### config.mk
export PLATFORM = sky130hd
export DESIGN_NAME = led_matrix_scanner
export DESIGN_NICKNAME = d
export VERILOG_FILES = /design/src/rtl/led_matrix_scanner.sv
export SDC_FILE = /design/constraint.sdc
export NUM_CORES = 1
export LEC_CHECK = 0
export CORE_MARGIN = 3
export CORE_UTILIZATION = 40
export DETAILED_ROUTE_END_ITERATION = 8
export PLACE_DENSITY_LB_ADDON = 0.2
export SETUP_SLACK_MARGIN = 0.3
export SLEW_MARGIN = 10
export SYNTH_ARGS = -nofsm -noshare
export SYNTH_HDL_FRONTEND = slang
export SYNTH_SLANG_ARGS = --single-unit
### constraint.sdc
create_clock -name clk -period 2.5 [get_ports clk]
set_clock_uncertainty 0.1 [all_clocks]
set_input_delay 0.375 -clock clk [delete_from_list [all_inputs] [get_ports clk]]
set_output_delay 0.375 -clock clk [all_outputs]
set_load 0.01 [all_outputs]
### src/rtl/led_matrix_scanner.sv
// led_matrix_scanner
//
// Multiplexed LED matrix scan engine with a double-buffered frame store.
// One row is driven at a time for SCAN_DIV clock cycles (a "dwell"). The
// first BLANK_CYCLES of every dwell drive nothing, so the previous row's
// charge can drain before the next row turns on (anti-ghosting). Pixel
// data is written into a back bank while the front bank is displayed. A
// requested swap is held until the scan wraps from the last row to row 0,
// so a frame is never torn.
//
// Optional feature: define LED_SCAN_BRIGHTNESS_EN to gate the column drive
// with a free-running PWM counter compared against `brightness`. Without
// the macro, `brightness` is ignored and no PWM logic is built.
//
// Handshake: there is no backpressure anywhere. wr_en writes in the cycle it
// is high. swap_req is a one-cycle pulse; while a swap is pending, further
// pulses are absorbed.
//
// Ports
//   clk          sole clock, rising edge
//   rst          synchronous, active-high reset
//   wr_en        write strobe into the back bank
//   wr_row       row address of the write (ignored when >= ROWS)
//   wr_data      row pixel data, bit c = column c, 1 = lit
//   swap_req     single-cycle front/back swap request
//   brightness   global duty setting (used only with LED_SCAN_BRIGHTNESS_EN)
//   row          one-hot active-high row drive (registered)
//   col          active-high column drive (registered)
//   frame_start  one-cycle pulse when the scan has wrapped to row 0
//   swap_done    one-cycle pulse when the bank swap has taken effect
module led_matrix_scanner #(
    parameter int ROWS         = 8,
    parameter int COLS         = 8,
    parameter int SCAN_DIV     = 27000,
    parameter int BLANK_CYCLES = 16,
    parameter int BRIGHT_W     = 4
) (
    input  logic                      clk,
    input  logic                      rst,
    input  logic                      wr_en,
    input  logic [$clog2(ROWS)-1:0]   wr_row,
    input  logic [COLS-1:0]           wr_data,
    input  logic                      swap_req,
    input  logic [BRIGHT_W-1:0]       brightness,
    output logic [ROWS-1:0]           row,
    output logic [COLS-1:0]           col,
    output logic                      frame_start,
    output logic                      swap_done
);

    localparam int RW = $clog2(ROWS);
    localparam int DW = $clog2(SCAN_DIV);

    localparam logic [DW-1:0] DCNT_LAST  = DW'(SCAN_DIV - 1);
    localparam logic [DW-1:0] DCNT_BLANK = DW'(BLANK_CYCLES);
    localparam logic [RW-1:0] ROW_LAST   = RW'(ROWS - 1);

    // Swap request tracker.
    typedef enum logic {
        SWAP_IDLE    = 1'b0,
        SWAP_PENDING = 1'b1
    } swap_state_t;

    swap_state_t swap_state;
    swap_state_t swap_next;
    logic        swap_fire;

    // Scan position. `run` holds the counter still for the first edge after
    // reset release, so the scan restarts with a full blank phase and the
    // registered outputs lag the counter by exactly one cycle.
    logic            run;
    logic [DW-1:0]   dcnt;
    logic [RW-1:0]   row_idx;
    logic            last_dwell;
    logic            wrap;
    logic            active;

    // Frame store: bank_sel selects the displayed (front) bank.
    logic            bank_sel;
    logic [COLS-1:0] bank0 [ROWS];
    logic [COLS-1:0] bank1 [ROWS];
    logic [COLS-1:0] front_row;
    logic            wr_ok;
    logic            col_gate;

    assign last_dwell = (dcnt == DCNT_LAST);
    assign wrap       = run && last_dwell && (row_idx == ROW_LAST);
    assign active     = (dcnt >= DCNT_BLANK);
    assign front_row  = bank_sel ? bank1[row_idx] : bank0[row_idx];
    assign wr_ok      = wr_en && (int'(wr_row) < ROWS);

`ifdef LED_SCAN_BRIGHTNESS_EN
    logic [BRIGHT_W-1:0] pwm_cnt;

    always_ff @(posedge clk) begin
        if (rst) begin
            pwm_cnt <= '0;
        end else begin
            pwm_cnt <= pwm_cnt + 1'b1;
        end
    end

    // All-ones brightness means always on; a plain compare would blank the
    // single cycle where pwm_cnt is also all-ones.
    assign col_gate = (brightness == {BRIGHT_W{1'b1}}) || (pwm_cnt < brightness);
`else
    logic unused_brightness;
    assign unused_brightness = ^brightness;
    assign col_gate          = 1'b1;
`endif

    // Swap tracker: next state and swap strobe.
    always_comb begin
        swap_next = swap_state;
        swap_fire = 1'b0;
        case (swap_state)
            SWAP_IDLE: begin
                if (swap_req) begin
                    swap_next = SWAP_PENDING;
                end
            end
            SWAP_PENDING: begin
                if (wrap) begin
                    swap_fire = 1'b1;
                    // A request landing in the wrap cycle itself waits for
                    // the next frame boundary.
                    swap_next = swap_req ? SWAP_PENDING : SWAP_IDLE;
                end
            end
            default: begin
                swap_next = SWAP_IDLE;
            end
        endcase
    end

    always_ff @(posedge clk) begin
        if (rst) begin
            swap_state <= SWAP_IDLE;
        end else begin
            swap_state <= swap_next;
        end
    end

    // Scan counters, bank select and registered outputs.
    always_ff @(posedge clk) begin
        if (rst) begin
            run         <= 1'b0;
            dcnt        <= '0;
            row_idx     <= '0;
            bank_sel    <= 1'b0;
            row         <= '0;
            col         <= '0;
            frame_start <= 1'b0;
            swap_done   <= 1'b0;
        end else begin
            run <= 1'b1;
            if (run) begin
                if (last_dwell) begin
                    dcnt    <= '0;
                    row_idx <= (row_idx == ROW_LAST) ? '0 : row_idx + 1'b1;
                end else begin
                    dcnt <= dcnt + 1'b1;
                end
            end

            if (swap_fire) begin
                bank_sel <= ~bank_sel;
            end

            row         <= active ? (ROWS'(1) << row_idx) : '0;
            col         <= active ? (front_row & {COLS{col_gate}}) : '0;
            frame_start <= wrap;
            swap_done   <= swap_fire;
        end
    end

    // Frame store writes always land in the back bank as it is before any
    // toggle in the same cycle, so data written in the swap cycle is shown.
    always_ff @(posedge clk) begin
        if (rst) begin
            for (int i = 0; i < ROWS; i++) begin
                bank0[i] <= '0;
                bank1[i] <= '0;
            end
        end else if (wr_ok) begin
            if (bank_sel) begin
                bank0[wr_row] <= wr_data;
            end else begin
                bank1[wr_row] <= wr_data;
            end
        end
    end

endmodule
==> results of run 1 <==
## final cells by class
class / count / area, um^2
clock buffers: 17 / 425
clock inverters: 15 / 139
fillers: 1580 / 9380
inverters: 5 / 18.8
multi-input cells: 321 / 2630
flip-flops and latches: 170 / 4690
well taps: 229 / 287
repair buffers: 66 / 588
## metal layers
layer | GRT usage (%) | vias up | part of all wire, %
met1 | 22.6 | 2131 | 45
met4 | 5.65 | 0 | 1.6
met5 | 0 | - | 0
met2 | 26.5 | 93 | 48
met3 | 4.67 | 15 | 5.5
li1 | - | 2023 | -
## through the flow
stage / cells / utilization, % / power [W] / setup slack (ns) / hold slack (ns)
after floorplan: 524 / - / 0.00332 / 0.445 / 0.348
after global placement: 791 / 45.2 / 0.00343 / 0.185 / 0.359
after detailed placement: 791 / 45.2 / 0.00344 / 0.164 / 0.375
after CTS: 823 / 48.3 / 0.00594 / 0.496 / 0.385
after global routing: 823 / 48.3 / 0.00608 / 0.443 / 0.399
final: 823 / 48.3 / 0.00589 / 0.515 / 0.377
## sequential cells by signal (all words and copies together), names as in the netlist, named ones only
| signal | cells |
|---|---|
| dcnt | 15 |
| bank1 | 64 |
| swap_state | 1 |
| col | 8 |
| frame_start | 1 |
| row | 8 |
| run | 1 |
| row_idx | 3 |
| bank_sel | 1 |
| bank0 | 64 |
| swap_done | 1 |
## cells by family after synthesis
logic type                 count (synthesis)
AOI/OAI and AO/OA                         22
xor gates and xnor gates                  14
adders and majority gates                  7
buffers and inverters                     33
DFF                                      170
muxes                                     53
and+or+nand+nor                          225
## cell usage in the layout (no fill, tap or decap), types with 9 or more instances in the layout
cell type        count
and2_1             129
nand3_1              9
and3_1               9
xor2_1              11
clkdlybuf4s50_1     32
mux4_2              32
clkbuf_16           17
nor2_1              22
nor2_2              10
dfxtp_1             41
o21ai_0             12
mux2i_1             20
buf_4               33
edfxtp_1           128
## power groups by stage
stage                     Sequential, W  Clock, W  Combinational, W
after floorplan                 0.00319         0          0.000125
after global placement          0.00320         0          0.000232
after detailed placement        0.00320         0          0.000236
after CTS                       0.00314   0.00257          0.000236
after global routing            0.00315   0.00268          0.000252
final                           0.00314   0.00252          0.000232
## path summary, 6_finish.rpt
| check | slack [ns] | cells past startpoint | to | start |
|---|---|---|---|---|
| worst max-delay path | 0.51 | 4 | bank_sel | dcnt[7] |
| worst min-delay path | 0.38 | 2 | swap_state | swap_state |
| worst max register to register | 0.51 | 4 | bank_sel | dcnt[7] |
| worst min register to register | 0.38 | 2 | swap_state | swap_state |
## synth_stat cells (3+ instances only)
cell type,number,area (um^2)
o21ai_0,12,60.1
nor2_1,22,82.6
mux4_2,32,721
nand2_1,7,26.3
edfxtp_1,128,3840
mux2i_1,20,200
and2_1,129,807
xor2_1,11,96.3
buf_2,3,15.0
and3_1,9,56.3
ha_1,7,87.6
nand2b_1,3,18.8
nand4_1,8,50.1
nor3_1,6,30.0
clkbuf_1,21,78.8
dfxtp_1,42,841
o22ai_1,8,50.1
nor3b_1,5,37.5
or2_2,4,25.0
inv_1,5,18.8
nand3_1,9,45.0
xnor2_1,3,26.3
nor2_2,10,62.6
## worst max-delay path, stage by stage, from the launching register on
cell	delay (ns)
dfxtp_1	0.37
or4_4	0.56
nor4_4	0.36
nand3_1	0.16
mux2_1	0.33
==> results.yml, run 1 <==
floorplanning:
  die_h_um: 143
  coreArea_um2: 18100
  start_util_pct: 41.1
  dieWidth_um: 143
  io_pins: 37
  rows: 49
  die_area_um2: 20300
power_and_ir_drop:
  clockPowerShare_pct: 42.8
  power_frac_seq_pct: 53.3
  leakagePower_nw: 3.12
  swShare_pct: 22.1
  p_comb_share_pct: 3.9
  power.internal_w: 0.00459
  switching_power_w: 0.00130
  pwr_density_cell_nw_per_um2: 672
  vdd_drop_max_v: 0.000534
global_route:
  grt.overflow.total: 0
  grt_pass1_wl_um: 24900
  grt_max_degree: 33
  antenna_found_initial: 0
  track_usage_pct: 16.8
  grt_pass1_vias: 4360
critical_path:
  cp_data_required_time_ns: 2.71
  critPathLaunchType: "flop"
  crit_fanout: 7
  critical_path_class: "flop to flop"
  end_kind: "flop"
  cp.arrival_ns: 2.20
logic_synthesis:
  synthAdderAreaFrac_pct: 1.17
  syn-num-nets: 550
  synth_area_um2: 7460
  ys_types: 38
  synthArstFlopShare_pct: 0
  synth-simple-area-share_pct: 18.2
  synth_compound_area_share_pct: 1.68
  postSynthCellCount: 524
  synth-edff-count: 128
  ys_dominant_reg_cell: "edfxtp_1"
  synth_xor_area_share_pct: 1.64
  muxShareOfSynthArea_pct: 12.5
  ys_ff_latch: 170
  seq_area_frac_synth_pct: 62.8
  avgSynthCellArea_um2: 14.2
  ys_warn_count: 0
  synth_top_family_by_area: "simple AND/OR/NAND/NOR gates"
drt:
  num_vias: 4262
  drc_errors: 0
  via_per_inst: 5.18
  drt-initial-drc-count: 359
  avgRoutedWirePerCell_um: 19.6
  routed_wl_um: 16100
  drt_pass1_iterations: 5
  antenna_left: 0
sta:
  fin_setup_tns_ns: 0
  finalSetupViolCount: 0
  rsz0062_at_grt: "no"
  period_needed_ns: 1.99
  fmax_mhz: 504
  relSlewSlack_pct: 56.6
  worstMarginPinSlew_ns: 0.649
  slew_violations: 0
  finalCritPeriodShare_pct: 79.4
  finalHoldViolCount: 0
clocking:
  root_buffer: "clkbuf_16"
  htreeDepth: 4
  cts_buffers: 17
  postCtsSetupBuffers: 0
  numClockSinks: 170
  cts.repair.resized: 0
  cts_tree: "yes"
  worstSkewPairLatency_ns: 0.43
  clockBufferDepth: 2
  ctsHoldBuffers: 0
  clkTransAtPathRegs_ns: 0.06
final_layout:
  drive_gt1_share_pct: 19.7
  diodes: 0
  nNetsFinal: 607
  design_area_um2: 8770
  syn_to_final_growth_pct: 17.5
placement:
  dp_hpwl_um: 10700
  io_buffers: 32
  place_area_um2: 8210
  gp_congestion: 0.762
job:
  maxCapViolations: 0
run_status:
  status: "finished clean"
worst_hold_path:
  holdCritPathClass: "flop to flop"
No activity file was read; power rests on OpenSTA's default activity.
==> run 2: changes to the inputs <==
clock period = 1.6 ns   (was 2.5 ns; I/O delays follow)
==> run 2 against run 1 <==
Count of clock-buffer cells in the layout increased by 2. Largest cell class unchanged. Power is 61% higher. Cell area grew 14%. Setup slack got worse by 0.66 ns. The flow now finishes with violations (setup timing). Via count rose by 5.6%. First-iteration DRC count shrank 18%. Maximum frequency up 14%.
==> results.yml, run 2 (synthesis gave the netlist of run 1 again) <==
run_status:
  status: "finished with violations"
  violations: "setup timing"
critical_path:
  r2r-start: "dcnt[10]"
  startpoint: "dcnt[10]"
  cp.arrival_ns: 1.96
  end_kind: "flop"
  critPathLaunchType: "flop"
  r2r_setup_slack_ns: -0.14
  endpoint: "bank_sel"
  critical_path_class: "flop to flop"
  cp_data_required_time_ns: 1.82
  crit_fanout: 3
  regToRegEndpoint: "bank_sel"
  worstRegToRegCells: 4
placement:
  gp_congestion: 0.780
  dp_hpwl_um: 11900
  place_area_um2: 8810
  pre_cts_ws_ns: -0.710
  io_buffers: 32
drt:
  via_per_inst: 5.16
  avgRoutedWirePerCell_um: 20.0
  num_vias: 4499
  drt-initial-drc-count: 293
  drt_pass1_iterations: 4
  antenna_left: 0
  routed_wl_um: 17500
  drc_errors: 0
floorplanning:
  coreArea_um2: 18100
  rows: 49
  die_area_um2: 20300
  io_pins: 37
  start_util_pct: 41.1
  die_h_um: 143
  dieWidth_um: 143
global_route:
  antenna_found_initial: 0
  grt_max_degree: 33
  use_met2_pct: 30.7
  busiest_layer: "met2"
  grt_pass1_wl_um: 27200
  track_usage_pct: 18.2
  met1_usage_pct: 23.3
  use_met3_pct: 4.13
  grt.overflow.total: 0
  grt_pass1_vias: 4819
sta:
  period_needed_ns: 1.74
  relSlewSlack_pct: 62.7
  worstMarginPinSlew_ns: 0.555
  slew_violations: 0
  finalCritPeriodShare_pct: 109
  fin_setup_tns_ns: -3.15
  hold_slack_ns: 0.0553
  finalHoldViolCount: 0
  finalSetupViolCount: 36
  worst_slack_ns: -0.142
  fmax_mhz: 574
  rsz0062_at_grt: "yes"
clocking:
  cts_buffers: 17
  htreeDepth: 4
  ctsHoldBuffers: 0
  numClockSinks: 170
  root_buffer: "clkbuf_16"
  clockBufferDepth: 2
  cts_tree: "yes"
  clkTransAtPathRegs_ns: 0.07
  worstSkewPairLatency_ns: 0.43
final_layout:
  syn_to_final_growth_pct: 33.9
  reg_top3: "bank0 x64, bank1 x64, dcnt x15"
  design_area_um2: 9990
  diodes: 0
  nNetsFinal: 656
  drive_gt1_share_pct: 50.9
  final_common_cell: "edfxtp_1"
  layout_common_cells: "edfxtp_1, and2_4, and2_1"
power_and_ir_drop:
  vdd_drop_max_v: 0.000750
  pwr_density_cell_nw_per_um2: 948
  leakagePower_nw: 3.75
worst_hold_path:
  holdCritPathClass: "primary input to flop"
job:
  maxCapViolations: 0
[run 2: cell count changes in the layout (fill, tap and decap cells not counted), sizes merged]
cell           before  now
buf                34  101
clkbuf             17   22
clkdlybuf4s15       0    1
clkdlybuf4s50      32    9
clkinv              4    8
clkinvlp            4    1
dlygate4sd2         0    1
inv                11    8
[run 2: power by group]
part           switching, W  total [W]  internal (W)  leakage [nW]
Combinational      0.000306   0.000541      0.000235          1.80
Clock               0.00173    0.00402       0.00228         0.287
Sequential        0.0000448    0.00491       0.00487          1.66
[run 2: metrics by stage]
| stage | instances | total power [W] | util (%) |
|---|---|---|---|
| floorplan | 524 | 0.00522 | - |
| global placement | 832 | 0.00546 | 48.5 |
| detailed placement | 832 | 0.00548 | 48.5 |
| CTS | 872 | 0.00951 | 53.0 |
| global route | 872 | 0.00977 | 55.0 |
| finish | 872 | 0.00947 | 55.0 |
[run 2: how the worst min path moves through the flow]
stage                     startpoint         end  depth (start not counted)
final                            rst        flop                          3
after global routing             rst        flop                          3
after detailed placement  swap_state  swap_state                          2
after global placement    swap_state  swap_state                          2
after floorplan             swap_req  swap_state                          1
after CTS                        rst        flop                          3
[run 2: metal layers]
| metal | up-vias | routed length (um) |
|---|---|---|
| met2 | 97 | 8950 |
| li1 | 2133 | - |
| met3 | 15 | 775 |
| met1 | 2254 | 7510 |
| met5 | - | 0 |
| met4 | 0 | 225 |
[run 2: final cells by class]
class	count	area, um^2
sequential	170	4690
multi-input combinational	321	3290
inverter	5	31.3
clock inverter	13	115
tap	229	287
timing repair buffer	115	1110
clock buffer	19	464
fill	1466	8160
[run 2: timing repair]
| item | 4_1_cts | 5_1_grt |
|---|---|---|
| setup buffers | 7 | 0 |
| gates resized for setup | 130 | 127 |
| pin swaps | 16 | 25 |
| endpoints found under the setup margin | 315 | 297 |
| cloned | 1 | 0 |
[run 2: worst max-delay path, cell delays in order, from the launching register on]
cell	delay, ns
dfxtp_2	0.32
or4_4	0.55
nor4_4	0.20
nand3_1	0.14
mux2_1	0.32
==> run 3: changes to the inputs <==
CELL_PAD_IN_SITES_DETAIL_PLACEMENT = 0   (was unset)
CELL_PAD_IN_SITES_GLOBAL_PLACEMENT = 1   (was unset)
==> run 3 against run 2 <==
The run still ends with setup timing left. Cell area up 0.18%. Highest routed layer unchanged. Register-to-register slack got worse by 0.04 ns. Via count is 1.8% lower.
==> results.yml, run 3 (synthesis gave the netlist of run 1 again) <==
run_status:
  status: "finished with violations"
  violations: "setup timing"
global_route:
  busiest_layer: "met2"
  use_met3_pct: 3.29
  grt_pass1_vias: 4747
  grt.overflow.total: 0
  grt_pass1_wl_um: 27500
  antenna_found_initial: 0
  use_met2_pct: 29.1
  met1_usage_pct: 25.7
  track_usage_pct: 18.2
  grt_max_degree: 33
power_and_ir_drop:
  leakagePower_nw: 3.74
  swShare_pct: 22.3
  vdd_drop_max_v: 0.000775
  switching_power_w: 0.00208
  finalPower_w: 0.00933
  power_frac_seq_pct: 52.7
  power.internal_w: 0.00725
  clockPowerShare_pct: 41.6
  pwr_density_cell_nw_per_um2: 932
  p_comb_share_pct: 5.7
critical_path:
  crit_fanout: 4
  r2r_setup_slack_ns: -0.18
  cp.arrival_ns: 2.00
  worstRegToRegCells: 5
  critPathLaunchType: "flop"
  end_kind: "flop"
  critical_path_class: "flop to flop"
  cp_data_required_time_ns: 1.82
clocking:
  worstSkewPairLatency_ns: 0.44
  cts_buffers: 17
  clockBufferDepth: 2
  root_buffer: "clkbuf_16"
  ctsHoldBuffers: 0
  cts_tree: "yes"
  numClockSinks: 170
  htreeDepth: 4
  clkTransAtPathRegs_ns: 0.06
sta:
  rsz0062_at_grt: "yes"
  finalHoldViolCount: 0
  finalSetupViolCount: 36
  finalCritPeriodShare_pct: 111
  relSlewSlack_pct: 71.5
  period_needed_ns: 1.78
  worstMarginPinSlew_ns: 0.425
  slew_violations: 0
  fmax_mhz: 562
  worst_slack_ns: -0.181
drt:
  drc_errors: 0
  avgRoutedWirePerCell_um: 19.7
  antenna_left: 0
  num_vias: 4420
  routed_wl_um: 17300
  drt-initial-drc-count: 285
  via_per_inst: 5.02
  drt_pass1_iterations: 5
final_layout:
  final_common_cell: "edfxtp_1"
  syn_to_final_growth_pct: 34.1
  reg_top3: "bank0 x64, bank1 x64, dcnt x15"
  fillCellCount: 1495
  drive_gt1_share_pct: 53.0
  diodes: 0
  finalNonFillerCells: 880
  layout_common_cells: "edfxtp_1, and2_4, buf_4"
  nNetsFinal: 664
job:
  maxCapViolations: 0
floorplanning:
  dieWidth_um: 143
  die_h_um: 143
  io_pins: 37
  rows: 49
  die_area_um2: 20300
  coreArea_um2: 18100
  start_util_pct: 41.1
worst_hold_path:
  min_delay_path_depth: 4
  holdCritPathClass: "primary input to flop"
placement:
  io_buffers: 32
  dp_hpwl_um: 11700
  pre_cts_ws_ns: -0.572
  gp_congestion: 0.770
  dp_cells: 831
==> run 3: worst max-delay path: stages, from the launching register on <==
cell and delay (ns):
dfxtp_2 0.32, or4_4 0.54, nor4_4 0.21, buf_4 0.21, mux2i_2 0.22, nor2_2 0.06
==> run 3: worst paths after layout <==
kind,start,end
max reg2reg,dcnt[10],flop
min reg2reg,swap_state,swap_state
max,dcnt[10],flop
min,rst,flop
==> run 3: metal layers <==
metal / up-vias / share of wire (%)
li1: 2141 / -
met2: 66 / 49
met5: - / 0
met4: 0 / 0.70
met1: 2202 / 47
met3: 11 / 3.5
==> run 3: power by group through the flow <==
stage	Combinational, W	Clock, W	Sequential [W]
global route	0.000569	0.00415	0.00492
finish	0.000531	0.00388	0.00491
CTS	0.000517	0.00395	0.00491
floorplan	0.000234	0	0.00499
detailed placement	0.000477	0	0.00501
global placement	0.000468	0	0.00500
==> run 3: timing repair <==
| item | CTS | global route |
|---|---|---|
| gates cloned | 2 | 0 |
| setup endpoints to repair | 315 | 297 |
| pin swaps | 52 | 15 |
| gates resized for setup | 188 | 74 |
| setup buffers | 14 | 1 |
==> run 3: cell type report <==
type / instances / area (um^2) / share of cell area (%)
Timing Repair Buffer: 123 / 1200 / 12.0
Tap cell: 229 / 287 / 2.86
Inverter: 5 / 31.3 / 0.313
Sequential cell: 170 / 4690 / 46.9
Multi-Input combinational cell: 321 / 3240 / 32.4
Clock inverter: 13 / 119 / 1.19
Clock buffer: 19 / 433 / 4.33
==> run 3: through the flow <==
stage | cell area (um^2) | TNS (ns) | hold slack, ns | util (%)
5_1_grt | 10000 | -6.93 | 0.238 | 55.1
3_3_place_gp | 8800 | -112.69 | 0.369 | 48.5
6_report | 10000 | -3.44 | 0.221 | 55.1
2_1_floorplan | 7720 | -8.31 | 0.254 | -
3_5_place_dp | 8800 | -114.28 | 0.382 | 48.5
4_1_cts | 9810 | -3.95 | 0.203 | 54.0
